--- src/rtl/vga_data_receiver_24bit.sv ---
// Receives a stream of 24-bit RGB pixels, tracks the raster position, accumulates a frame checksum
// and optionally checks the pixels against a vertical or horizontal colour-bar pattern.
module vga_data_receiver_24bit #(
  parameter int H_DISP      = 640,
  parameter int V_DISP      = 480,
  parameter int GAP_TIMEOUT = 4096
) (
  input  logic        clk,
  input  logic        rst_n,
  input  logic [23:0] sys_data,
  input  logic        sys_we,
  input  logic [1:0]  chk_mode,
  output logic [10:0] rx_xpos,
  output logic [10:0] rx_ypos,
  output logic        frame_done,
  output logic        frame_err,
  output logic [31:0] frame_sum,
  output logic [19:0] pix_err_cnt,
  output logic [15:0] frame_cnt
);

  localparam int GAP_W = $clog2(GAP_TIMEOUT + 1);
  // Bar sizes are clamped to 1 so tiny test rasters never divide by zero
  localparam int BAR_W = (H_DISP / 8 > 0) ? H_DISP / 8 : 1;
  localparam int BAR_H = (V_DISP / 8 > 0) ? V_DISP / 8 : 1;
  localparam logic [GAP_W-1:0] GAP_LAST = GAP_W'(GAP_TIMEOUT - 1);
  localparam logic [10:0] X_LAST = 11'(H_DISP - 1);
  localparam logic [10:0] Y_LAST = 11'(V_DISP - 1);

  typedef enum logic {IDLE, RECV} state_t;

  state_t           state_q, state_d;
  logic [GAP_W-1:0] gap_q;
  logic [31:0]      sum_q, sum_next;
  logic [19:0]      err_q, err_next;
  logic [10:0]      bar_x, bar_y;
  logic [2:0]       bar_idx;
  logic [23:0]      exp_colour;
  logic             mismatch, last_pix, timeout;

  always_comb begin
    bar_x   = rx_xpos / 11'(BAR_W);
    bar_y   = rx_ypos / 11'(BAR_H);
    bar_idx = 3'd7;
    if (chk_mode == 2'd2) begin
      if (bar_y < 11'd7) bar_idx = bar_y[2:0];
    end else begin
      if (bar_x < 11'd7) bar_idx = bar_x[2:0];
    end
    case (bar_idx)
      3'd0:    exp_colour = 24'hFF0000;
      3'd1:    exp_colour = 24'h00FF00;
      3'd2:    exp_colour = 24'h0000FF;
      3'd3:    exp_colour = 24'hFFFFFF;
      3'd4:    exp_colour = 24'h000000;
      3'd5:    exp_colour = 24'hFFFF00;
      3'd6:    exp_colour = 24'hFF00FF;
      default: exp_colour = 24'h00FFFF;
    endcase
    mismatch = ((chk_mode == 2'd1) || (chk_mode == 2'd2)) && (sys_data != exp_colour);
    sum_next = sum_q + {8'd0, sys_data};
    err_next = (mismatch && (err_q != '1)) ? err_q + 20'd1 : err_q;
    last_pix = (rx_xpos == X_LAST) && (rx_ypos == Y_LAST);
    timeout  = (state_q == RECV) && !sys_we && (gap_q == GAP_LAST);
  end

  always_comb begin
    state_d = state_q;
    case (state_q)
      IDLE: if (sys_we && !last_pix) state_d = RECV;
      RECV: if ((sys_we && last_pix) || timeout) state_d = IDLE;
      default: state_d = IDLE;
    endcase
  end

  always_ff @(posedge clk or negedge rst_n) begin
    if (!rst_n) state_q <= IDLE;
    else        state_q <= state_d;
  end

  // Datapath: the final pixel of a frame is folded into the published results on the same edge
  always_ff @(posedge clk or negedge rst_n) begin
    if (!rst_n) begin
      gap_q       <= '0;
      sum_q       <= '0;
      err_q       <= '0;
      rx_xpos     <= '0;
      rx_ypos     <= '0;
      frame_done  <= 1'b0;
      frame_err   <= 1'b0;
      frame_sum   <= '0;
      pix_err_cnt <= '0;
      frame_cnt   <= '0;
    end else begin
      frame_done <= 1'b0;
      frame_err  <= 1'b0;
      if (sys_we) begin
        gap_q <= '0;
        if (last_pix) begin
          frame_sum   <= sum_next;
          pix_err_cnt <= err_next;
          frame_cnt   <= frame_cnt + 16'd1;
          frame_done  <= 1'b1;
          frame_err   <= (err_next != '0);
          sum_q       <= '0;
          err_q       <= '0;
          rx_xpos     <= '0;
          rx_ypos     <= '0;
        end else begin
          sum_q <= sum_next;
          err_q <= err_next;
          if (rx_xpos == X_LAST) begin
            rx_xpos <= '0;
            rx_ypos <= rx_ypos + 11'd1;
          end else begin
            rx_xpos <= rx_xpos + 11'd1;
          end
        end
      end else if (timeout) begin
        frame_err <= 1'b1;
        gap_q     <= '0;
        sum_q     <= '0;
        err_q     <= '0;
        rx_xpos   <= '0;
        rx_ypos   <= '0;
      end else if (state_q == RECV) begin
        gap_q <= gap_q + 1'b1;
      end else begin
        gap_q <= '0;
      end
    end
  end

endmodule
--- config.mk ---
export PLATFORM = sky130hd
export DESIGN_NAME = vga_data_receiver_24bit
export DESIGN_NICKNAME = d
export VERILOG_FILES = /design/src/rtl/vga_data_receiver_24bit.sv
export SDC_FILE = /design/constraint.sdc
export NUM_CORES = 1
export LEC_CHECK = 0
export BUFFER_PORTS_ARGS = -buffer_cell sky130_fd_sc_hd__buf_2
export CELL_PAD_IN_SITES_DETAIL_PLACEMENT = 0
export CELL_PAD_IN_SITES_GLOBAL_PLACEMENT = 1
export CORE_MARGIN = 2
export CORE_UTILIZATION = 40
export DETAILED_ROUTE_END_ITERATION = 8
export HOLD_SLACK_MARGIN = 0.05
export PLACE_DENSITY_LB_ADDON = 0.1
export SLEW_MARGIN = 40
export SYNTH_ARGS = -nofsm -noshare
export SYNTH_HDL_FRONTEND = slang
export SYNTH_SLANG_ARGS = --single-unit
--- constraint.sdc ---
create_clock -name clk -period 3.5 [get_ports clk]
set_input_delay 0 -clock clk [delete_from_list [all_inputs] [get_ports clk]]
set_output_delay 0 -clock clk [all_outputs]
set_load 0.01 [all_outputs]
# --- Word-level counts from Yosys, hierarchy flattened ---
# Index checks and enable logic that the tools add are counted.
totals:
  ff_bits: 158
  input_bits: 29
  wordCells: 81
classes:
  n_addsub: 6
  div: 2
  n_lt_le_gt_ge: 2
  eq_ne: 14
  mux: 29
  bitwise: 1
  n_reduce_logical: 16
op_table:
  columns: ["op", "n"]
  rows:
  - ["$pmux 24 s7", 1]
  - ["$mux 32", 3]
  - ["$mux 20", 4]
  - ["$mux 11", 7]
  - ["$mux 13", 3]
  - ["$add 32x24->32", 1]
  - ["$ne 24x24->1", 1]
  - ["$add 11x1->11 const B", 2]
  - ["$lt 11x3->1 const B", 2]
  - ["$add 20x1->20 const B", 1]
  - ["$ne 20x20->1 const B", 1]
  - ["$reduce_bool 20->1", 1]
  - ["$add 16x1->16 const B", 1]
  - ["$add 13x1->13 const B", 1]
  - ["$eq 13x12->1 const B", 1]
  - ["$div 11x6->11 const B", 1]
  - ["$div 11x7->11 const B", 1]
  - ["$eq 11x10->1 const B", 1]
  - ["$eq 11x9->1 const B", 1]
  - ["$eq 3x3->1 const B", 3]
  - ["$mux 3", 3]
  - ["$logic_and 1x1->1", 7]
  - ["$mux 1", 7]
  - ["$eq 3x2->1 const B", 2]
  - ["11 further kinds", 14]

# --- Logic depth before layout (Yosys ltp) ---
depth:
  depth_word: 13
  ltp_mapped: 17
  mapped_depth_nobuf: 16

# --- Least setup slack after synthesis ---
# Ideal clock, no wire load.
synth_timing:
  path_type: "register to register"
  start: "reg rx_ypos[8]"
  end: "reg frame_err"
  setup_ps: 129
  t_arrival_ps: 3751
  setup_slack_ps: -380
  path_stages_with_launch: 16
  path_buffers: 1
  period_less_slack_ps: 3880
  path_cell_list: "dfrtp_1 -> buf_4 -> and2_4 -> o211a_1 -> nor4_4 -> and3b_2 -> a211oi_2 -> o311ai_4 -> nand3_2 -> xnor2_2 -> mux2i_4 -> nor2_1 -> mux2_1 -> or4_1 -> nor4_1 -> a21boi_1"
synth_between:
  elab_chain_len: 13
  word_cells_on_any_way: 21
synth_rtl:
  columns: ["element", "line_no", "source"]
  rows:
  - ["start: declaration", "14", "output logic [10:0] rx_ypos,"]
  - ["start signal: assignment", "114", "rx_ypos <= rx_ypos + 11'd1;"]
  - ["$div 11x6->11", "43", "bar_y = rx_ypos / 11'(BAR_H);"]
  - ["$lt 11x3->1", "46", "if (bar_y < 11'd7) bar_idx = bar_y[2:0];"]
  - ["$mux 3", "46", null]
  - ["$mux 3", "45", "if (chk_mode == 2'd2) begin"]
  - ["$eq 3x3->1, or another cell as far along", "50", "case (bar_idx)"]
  - ["$pmux 24 s7", "50", null]
  - ["$ne 24x24->1", "60", "mismatch = ((chk_mode == 2'd1) || (chk_mode == 2'd2)) && (sys_data != exp_colour);"]
  - ["$logic_and 1x1->1", "60", null]
  - ["$logic_and 1x1->1", "62", "err_next = (mismatch && (err_q != '1)) ? err_q + 20'd1 : err_q;"]
  - ["$mux 20", "62", null]
  - ["$reduce_bool 20->1", "104", "frame_err <= (err_next != '0);"]
  - ["$mux 1 (*)", "99", "if (last_pix) begin"]
  - ["$mux 1 (*)", "97", "if (sys_we) begin"]
  - ["end signal: assignment", "104", null]
  - ["end: declaration", "16", "output logic frame_err,"]
# Every way passes the cells marked *; elsewhere a longest branch is shown, timed or not.
# A chain may end at the register's enable or synchronous reset.

# --- Worst setup path after layout ---
layout_timing:
  start: "reg rx_ypos[10]"
  end: "reg frame_err"
# The elaborated chain is that of the path after synthesis.

==> summary.txt <==
Share of the synthesized area in the top cell type: 42.8%
Gr usage total: 21.1%
Pwr dens: 502 mW/mm2
Final cycle utilization of the critical path: 115%
Sequential fraction of the synthesis area: 42.8%
FILL cells: 2057
GP Congestion: 0.833
Seq cells post-synth: 158
Wire length on met2: 11800 um
CP Data Arrival Time: 4320 ps
Site row count: 55
HP Start: sys_data[1]
Hpwl dp: 17300 um
Cells after synthesis: 1012
Number of synthesized flops with an enable pin: 0
Total gr overflow: 0
Synthesized area per cell: 9.13 um2
Post-layout min period: 4020 ps
Largest net degree at the start of global routing: 82
FF-to-FF setup slack: -520 ps
Area growth from synthesis to layout: 30.4%
F_max: 0.249 GHz
DRC viols: 0
Full die area: 0.0243 mm2
Flop pwr share: 35.9%
Synth top area cells: dfrtp_1 (43%), nand2_1 (6.1%), o21ai_0 (5.1%)
Pwr Total: 0.00604 W
Wire length on met1: 12400 um
Layout cells sized above 1: 30.3%
Asr flop ratio synth: 100%
TritonCTS buffer count: 17
DRT Pass-1 Iters: 5
Worst path required time: 3800 ps
Port Buf Inserts: 120
Cell internal pwr: 0.00401 W
Drt total wl: 25600 um
Vias per inst: 5.32
Uppermost layer routed: met4
Reg clk slew, reported paths: 70 ps
Longest Clk Path Bufs: 2
DR WL met3: 1140 um
Max-slew violation count: 0
Post-synthesis net count: 1074
Worst slew pin tran: 835 ps
WHS Path Cells: 3
Yosys top cell by area: dfrtp_1
Cell area after synthesis: 0.00924 mm2
Starting Density: 40.8%
Core ar.: 0.0226 mm2
Htree depth: 4
Distinct cells, synth: 77
Most used DFF post-synth: dfrtp_1
Initial antenna violation count: 0
Final setup vio count: 28
Static leakage: 5.75 nW
Final #Nets: 1277
Startpoint types: register
Diode count: 0
Vias in the first global route: 7497
Worst Hold Class: input port to register
First-pass GRT wire length: 40600 um
Critical-path maximum fanout: 7
Final WS setup: -521 ps
TritonCTS clock tree: done
Terminus of the critical flop-to-flop path: frame_err$_DFF_PN0_
Status: finished, violations left
Critical R2R Launch: rx_ypos[10]$_DFFE_PN0P_
Reg2reg path depth: 16
Final core utilization: 53.2%
Final clock skew: 14.1 ps
Yosys warnings: 0
CP endpoint kind: register
Routed Antenna Nets: 0
Worst skew pair latency: 430 ps
Endpoints failing hold: 0
Max_cap viols: 0
Clock Sinks: 158
Chip height: 156 um
Io pins: 121
Clock root buffer: clkbuf_16
Logic pwr share: 33.0%
Sw frac: 33.7%
Net Sw Power: 0.00204 W
Routed vias: 8047
Failing checks: setup timing
Synth cell count leaders: dfrtp_1 (158), nand2_1 (151), o21ai_0 (94)
Pre-CTS WS: -444 ps
Setup CP Type: register to register
DR WL/cell: 16.9 um
Iter 0 DRT Violations: 514
Relative slew slack: 44.1%
RSZ-0062 raised after global routing: true
Hold EP: sum_q[1]$_DFFE_PN0P_
Clock network power share: 31.1%
Dominant cell by count in the synthesized netlist: dfrtp_1
Die width: 156 um
Maximum vdd drop: 0.000350 V
## state kept, by name, indices dropped and copies added (netlist names)
name,count
sum_q,32
err_q,20
pix_err_cnt,20
frame_done,1
state_q,1
frame_err,1
rx_ypos,11
rx_xpos,11
frame_sum,32
gap_q,13
frame_cnt,16
## power by group through the flow
stage               Combinational [W]  Clock [W]  Sequential, W
floorplan                     0.00130          0        0.00217
global placement              0.00184          0        0.00220
detailed placement            0.00185          0        0.00219
CTS                           0.00187    0.00193        0.00217
global route                  0.00224    0.00201        0.00219
finish                        0.00199    0.00188        0.00217
## final cells by class
class,count,area [um2],area share (%)
clock buffer,20,467,3.87
clock inverter,12,125,1.04
inverter,18,67.6,0.561
multi-input combinational,782,5440,45.1
sequential,158,3970,32.9
tap,285,357,2.96
timing repair buffer,238,1630,13.5
## logic make-up (layout without fill, tap and decap cells)
group           count (synthesis)  count (layout)  share of synthesized area, %
compound gates                238             238                          16.6
xor+xnor                       95              95                          9.09
fa+ha+maj                      34              34                          4.66
buf+inv                        72             288                          3.30
flops                         158             158                          42.8
mux                            19              19                          2.38
simple gates                  396             396                          21.2
## through the flow
step	hold slack (ps)	std cells	area (um2)	TNS, ps
2_1_floorplan	-296	1012	9290	-226
3_3_place_gp	101	1455	10700	-2240
3_5_place_dp	104	1455	10700	-2950
4_1_cts	61.7	1496	11500	-3580
5_1_grt	103	1513	12000	-9250
6_report	75.9	1513	12000	-2830
## worst max path at each step
stage / startpoint / cells past startpoint / end
finish: rx_ypos[10]$_DFFE_PN0P_ / 16 / frame_err$_DFF_PN0_
detailed placement: rx_ypos[10]$_DFFE_PN0P_ / 15 / frame_err$_DFF_PN0_
global placement: rx_ypos[10]$_DFFE_PN0P_ / 15 / frame_err$_DFF_PN0_
CTS: rx_ypos[7]$_DFFE_PN0P_ / 14 / frame_err$_DFF_PN0_
global route: rx_ypos[10]$_DFFE_PN0P_ / 15 / frame_err$_DFF_PN0_
floorplan: rx_ypos[7]$_DFFE_PN0P_ / 15 / frame_err$_DFF_PN0_
## per-layer routing
metal	up-vias	track usage, %
met5	-	0
met4	0	4.67
met3	23	4.36
met2	150	32.6
met1	3875	30.6
li1	3999	-
## critical path: stages (launching register included)
cell and delay (ps):
dfrtp_2 480, buf_6 150, o211ai_4 230, a21oi_4 100, nor2_2 120, and3b_2 250
buf_6 130, nor3b_4 220, o2bb2ai_4 180, xor2_2 220, xnor2_2 170, mux2i_4 400
nor2_4 110, mux2_1 340, or4_4 530, nor4_4 170, a21boi_1 90
## cells in the final DEF, fill, tap and decap left out, drive strengths merged, types with 11 or more instances in the layout
cell,n
buf,232
dfrtp,158
nand2,151
o21ai,98
nor2,70
xnor2,52
xor2,43
nand3,37
a21oi,36
ha,32
and3,26
clkbuf,23
inv,23
a22o,21
nand4,17
o31ai,17
mux2,14
nor4,14
nor3,12
a31oi,12
nor2b,11
## repair_timing
| item | CTS | global route |
|---|---|---|
| setup buffers | 6 | 14 |
| resized for setup | 24 | 103 |
| endpoints found under the hold margin | 82 | 0 |
| endpoints found under the setup margin | 34 | 57 |
| hold buffers | 3 | 0 |
| pin swaps | 6 | 14 |
| gates cloned | 0 | 3 |
Note: power is estimated with default switching activity, not from simulation.
